<file path="config.mk">
export PLATFORM = sky130hd
export DESIGN_NAME = serial_subtractor
export DESIGN_NICKNAME = d
export VERILOG_FILES = /design/src/rtl/serial_subtractor_pkg.sv /design/src/rtl/full_subtractor.sv /design/src/rtl/serial_subtractor.sv
export SDC_FILE = /design/constraint.sdc
export NUM_CORES = 1
export LEC_CHECK = 0
export ABC_AREA = 1
export CAP_MARGIN = 20
export CORE_ASPECT_RATIO = 1.1
export CORE_MARGIN = 2
export CORE_UTILIZATION = 40
export DETAILED_ROUTE_END_ITERATION = 10
export GPL_ROUTABILITY_DRIVEN = 0
export PLACE_DENSITY_LB_ADDON = 0.08
export SYNTH_ARGS = -nofsm -noshare
export SYNTH_HDL_FRONTEND = slang
export SYNTH_HIERARCHICAL = 1
export SYNTH_SLANG_ARGS = --single-unit
</file>
<file path="constraint.sdc">
create_clock -name clk -period 1.4 [get_ports clk]
set_input_delay 0.28 -clock clk [delete_from_list [all_inputs] [get_ports clk]]
set_output_delay 0.28 -clock clk [all_outputs]
set_load 0.03 [all_outputs]
</file>
<file path="src/rtl/serial_subtractor_pkg.sv">
// Shared types and helpers for the bit-serial subtractor.
// FSM state encoding and counter width function.
package serial_subtractor_pkg;

   typedef enum logic [1:0] {
      IDLE = 2'd0,
      RUN  = 2'd1,
      DONE = 2'd2
   } state_t;

   function automatic int clog2(input int v);
      int r;
      r = 0;
      for (int i = 0; i < 32; i++) begin
         if ((1 << r) < v) r++;
      end
      return r;
   endfunction

endpackage

</file>
<file path="src/rtl/full_subtractor.sv">
// Single-bit full subtractor cell: x - y - bin.
// Purely combinational.
module full_subtractor (
   input  logic x,
   input  logic y,
   input  logic bin,
   output logic diff,
   output logic bout
);

   assign diff = x ^ y ^ bin;
   assign bout = (~x & y) | (~x & bin) | (y & bin);

endmodule

</file>
<file path="src/rtl/serial_subtractor.sv">
// Bit-serial two's-complement subtractor, LSB first,
// with valid/ready handshakes on both sides.
module serial_subtractor
   import serial_subtractor_pkg::*;
#(
   parameter int p_wordlength = 4
) (
   input  logic                    clk,
   input  logic                    rst_n,
   input  logic [p_wordlength-1:0] a,
   input  logic [p_wordlength-1:0] b,
   input  logic                    bi,
   input  logic                    in_valid,
   output logic                    in_ready,
   output logic [p_wordlength-1:0] d,
   output logic                    bo,
   output logic                    ov,
   output logic                    out_valid,
   input  logic                    out_ready
);

   localparam int W  = p_wordlength;
   localparam int CW = clog2(p_wordlength);

   if (p_wordlength < 2) begin : g_chk
      $error("serial_subtractor: p_wordlength must be >= 2");
   end

   state_t          state;
   logic [W-1:0]    a_sh;
   logic [W-1:0]    b_sh;
   logic [W-1:0]    d_sh;
   logic [CW-1:0]   cnt;
   logic            brw;
   logic            diff;
   logic            bout;

   full_subtractor u_fs (
      .x    (a_sh[0]),
      .y    (b_sh[0]),
      .bin  (brw),
      .diff (diff),
      .bout (bout)
   );

   assign in_ready  = (state == IDLE);
   assign out_valid = (state == DONE);

   always_ff @(posedge clk or negedge rst_n) begin
      if (!rst_n) begin
         state <= IDLE;
         a_sh  <= '0;
         b_sh  <= '0;
         d_sh  <= '0;
         cnt   <= '0;
         brw   <= 1'b0;
         d     <= '0;
         bo    <= 1'b0;
         ov    <= 1'b0;
      end else begin
         unique case (state)
            IDLE: begin
               if (in_valid) begin
                  a_sh  <= a;
                  b_sh  <= b;
                  brw   <= bi;
                  cnt   <= '0;
                  state <= RUN;
               end
            end
            RUN: begin
               a_sh <= a_sh >> 1;
               b_sh <= b_sh >> 1;
               d_sh <= {diff, d_sh[W-1:1]};
               brw  <= bout;
               cnt  <= cnt + CW'(1);
               if (cnt == CW'(W - 1)) begin
                  // brw is the borrow into the MSB here
                  d     <= {diff, d_sh[W-1:1]};
                  bo    <= bout;
                  ov    <= brw ^ bout;
                  state <= DONE;
               end
            end
            DONE: begin
               if (out_ready) state <= IDLE;
            end
            default: state <= IDLE;
         endcase
      end
   end

endmodule
</file>
; ---- Word level (Yosys, flattened, before mapping)
; Index checks and enable logic that the tools add are counted.
[word_totals]
reg_bits = 23
output_inout_bits = 8
word_cells = 42
[classes]
add_sub_neg = 1
n_eq_ne = 6
mux = 12
n_bitwise = 9
reduce_logical = 5
[ops]
columns = operator, count
row1 = $pmux W4 S2, 2
row2 = $mux W2, 4
row3 = $mux W4, 2
row4 = $pmux W2 S3, 1
row5 = $eq A2 B2 Y1 const B, 2
row6 = $ne A2 B2 Y1 const B, 2
row7 = $pmux W2 S2, 1
row8 = $reduce_and A2 Y1, 2
row9 = $and A1 B1 Y1, 3
row10 = $reduce_and A3 Y1, 1
row11 = $xor A1 B1 Y1, 3
row12 = $add A2 B1 Y2 const B, 1
row13 = $eq A2 B1 Y1 const B, 1
row14 = $logic_not A2 Y1, 1
row15 = $ne A2 B1 Y1 const B, 1
row16 = $or A1 B1 Y1, 2
row17 = $pmux W1 S2, 1
row18 = $reduce_bool A2 Y1, 1
row19 = $mux W1, 1
row20 = $not A1 Y1, 1

; ---- Longest topological paths before layout
[logic_depth]
word_depth = 5
depth_mapped = 6
ltp_nobuf = 6

; ---- Modules after synthesis
; Netlist, hierarchy kept.
[by_module_without_submodules]
columns = module, instances, cells_each, area_each_um2, seq_area_each_um2
row1 = serial_subtractor, 1, 123, 1026.0, 550.5
row2 = full_subtractor, 1, 3, 27.5, 0.0

; ---- Worst setup path before layout
; Ideal clock, no wire load.
[synth_path]
path_kind = register -> output
from = register state[0]
to = output port out_valid
arrival_ns = 0.998
required_ns = 1.120
path_slack_ns = 0.122
stages_incl_launch_ff = 3
n_path_buf = 1
path_cell_list = dfrtp_1 -> buf_2 -> nor2_1
[synth_via]
elab_chain_len = 1
[synth_rtl]
columns = item, line
row1 = from (decl), serial_subtractor.sv:29  ; state_t state;
row2 = from (signal assigned), serial_subtractor.sv:51  ; state <= IDLE;
row3 = from (signal assigned), serial_subtractor.sv:68  ; state <= RUN;
row4 = from (signal assigned), serial_subtractor.sv:82  ; state <= DONE;
row5 = $eq A2 B2 Y1, serial_subtractor.sv:47  ; assign out_valid = (state == DONE);
row6 = to (decl), serial_subtractor.sv:18  ; output logic out_valid,
; No other way between the ends.

; ---- Final worst setup path
[layout_path]
from = register state[1]
to = output port out_valid
; The elaborated chain is that of the path after synthesis.

==> qor.yml <==
ys_warn_count: 6
io_buffers: 20
reg2reg_from: "b_sh[0]$_DFFE_PN0P_"
routed-via-count: 848
ys_seq_elements: 22
run_status: "completed"
fin_util: 0.551
cp_max_fo: 4
ios: 21
clock_latency_ps: 300
clk_path_buf_depth: 2
whs_ps: 311
tightest_slew_ps: 302
syn_avg_cell_area_um2: 8.36
antenna_cells: 0
antenna_found_initial: 0
dp_hpwl_mm: 1.49
cts_tree: "built"
ant_nets: 0
synth.area.top_cells: "dfrtp_1 52%, nand2_1 16%, inv_1 7.1%"
synth_area_leader_cell: "dfrtp_1"
netlist_area_mm2: 0.00105
routed_via_density: 4.56
finalClockSkew_ps: 1.76
startpoint_type: "flip-flop"
postPlaceCellArea_mm2: 0.00132
routed_wl_mm: 1.97
cap_violations: 0
die_w_um: 52.9
htree_num_levels: 1
first_global_vias: 820
max_freq_ghz: 0.737
finalCriticalPeriod_ps: 1360
synth_nets: 141
cp.arrival_ps: 1080
cp-end-kind: "output pin"
wl_per_cell_um: 10.6
slew_headroom: 0.799
synth_common_cells: "44 x nand2_1, 22 x dfrtp_1, 20 x inv_1"
cp.required_ps: 1120
ys.flop_type: "dfrtp_1"
finalCritPeriodShare: 0.969
setup_tns_ps: 0
path_class: "flip-flop to output pin"
synth-edff-count: 0
die_y_um: 57.8
postLayoutCellArea_mm2: 0.00138
layout-drive-gt1-share: 0.206
grt_max_degree: 23
route.detailed.drc: 0
ys_seq_area_frac: 0.523
hold_buffers: 0
finalHoldViolations: 0
clock-root-buffer: "clkbuf_4"
core_mm2: 0.00250
num_rows: 19
hp-class: "input pin to asynchronous set/reset pin"
overflow: 0
finalSetupViolations: 0
drtIter0Drc: 16
ir_drop_v: 0.00116
grt_usage: 0.154
clk_pin_slew_ps: 120
syn_to_final_growth_pct: 30.5
finalNetCount: 171
async_flop_share: 1.00
dieArea_mm2: 0.00306
start_util: 0.422
first_pass_iters: 4
numCtsBuffers: 3
synth.top_cell.area_share: 0.523
postSynthCellCount: 126
rsz0062_at_grt: "yes"
worstSetupStartpoint: "state[1]$_DFFE_PN0P_"
r2r_cells: 5
cts.sinks: 22
ys_types: 19
grt_pass1_wl_mm: 3.53
leakagePower_nw: 0.736
synth.most_common_cell: "nand2_1"
power.density_mw_per_mm2: 2340
drv_slew: 0
[flip-flops by register name, summed over array words and instances, names as in the netlist]
| register | cells |
|---|---|
| d | 4 |
| b_sh | 4 |
| cnt | 2 |
| ov | 1 |
| brw | 1 |
| state | 2 |
| d_sh | 3 |
| bo | 1 |
| a_sh | 4 |
[worst paths after layout]
path	endpoint	slack, ps
min in group clk	d[0]$_DFFE_PN0P_	490
max	out_valid	40
min reg2reg	d[0]$_DFFE_PN0P_	490
max reg2reg	brw$_DFFE_PN0P_	120
min	d_sh[1]$_DFFE_PN0N_	310
max in group asynchronous	state[0]$_DFFE_PN0P_	850
[per-layer routing]
| layer | vias up | global-route usage | routed length (µm) |
|---|---|---|---|
| met4 | 0 | 0.0330 | 0 |
| met5 | - | 0 | 0 |
| li1 | 438 | - | - |
| met2 | 13 | 0.271 | 1020 |
| met3 | 0 | 0.0232 | 61 |
| met1 | 397 | 0.198 | 893 |
[power breakdown]
group / internal (W) / switching [W]
logic: 0.000714 / 0.00101
clock network: 0.000159 / 0.000190
registers: 0.000936 / 0.000208
[area by class of cell]
cell class | count | area, µm²
well taps | 31 | 38.8
inverters | 22 | 82.6
flip-flops and latches | 22 | 553
repair buffers | 29 | 272
multi-input cells | 78 | 393
clock buffers | 4 | 36.3
fillers | 241 | 1120
[placed cells by master (no fill, tap or decap), drive strengths merged]
cell type,n
nand2,49
inv,22
dfrtp,22
clkdlybuf4s50,12
buf,11
nand3,9
o21ai,9
nor2,5
clkbuf,5
clkdlybuf4s15,3
dlygate4sd2,2
a21oi,2
xor2,1
o31ai,1
ha,1
fa,1
[worst max-delay path, cell delays in order, from the launching register on]
cell,delay (ps)
dfrtp_2,470
inv_2,100
nor2_1,40
buf_4,160
[kinds of logic after synthesis]
| family | synth area share |
|---|---|
| compound gates | 0.0772 |
| xor+xnor | 0.00832 |
| fa+ha+maj | 0.0309 |
| buf+inv | 0.112 |
| flops | 0.523 |
| simple gates | 0.249 |
[metrics by stage]
step / power [W] / cells / worst slack, ps
after global routing: 0.00354 / 186 / -21.2
final: 0.00322 / 186 / 43.9
after CTS: 0.00323 / 186 / 6.84
after global placement: 0.00282 / 180 / 106
after floorplan: 0.00232 / 126 / 122
after detailed placement: 0.00289 / 180 / 60.8
[timing repair]
action                                  4_1_cts  5_1_grt
buffers inserted                              2        0
endpoints found under the setup margin        7        6
cloned                                        0        0
gates resized for setup                       8        8
No activity file was read; power rests on OpenSTA's default activity.
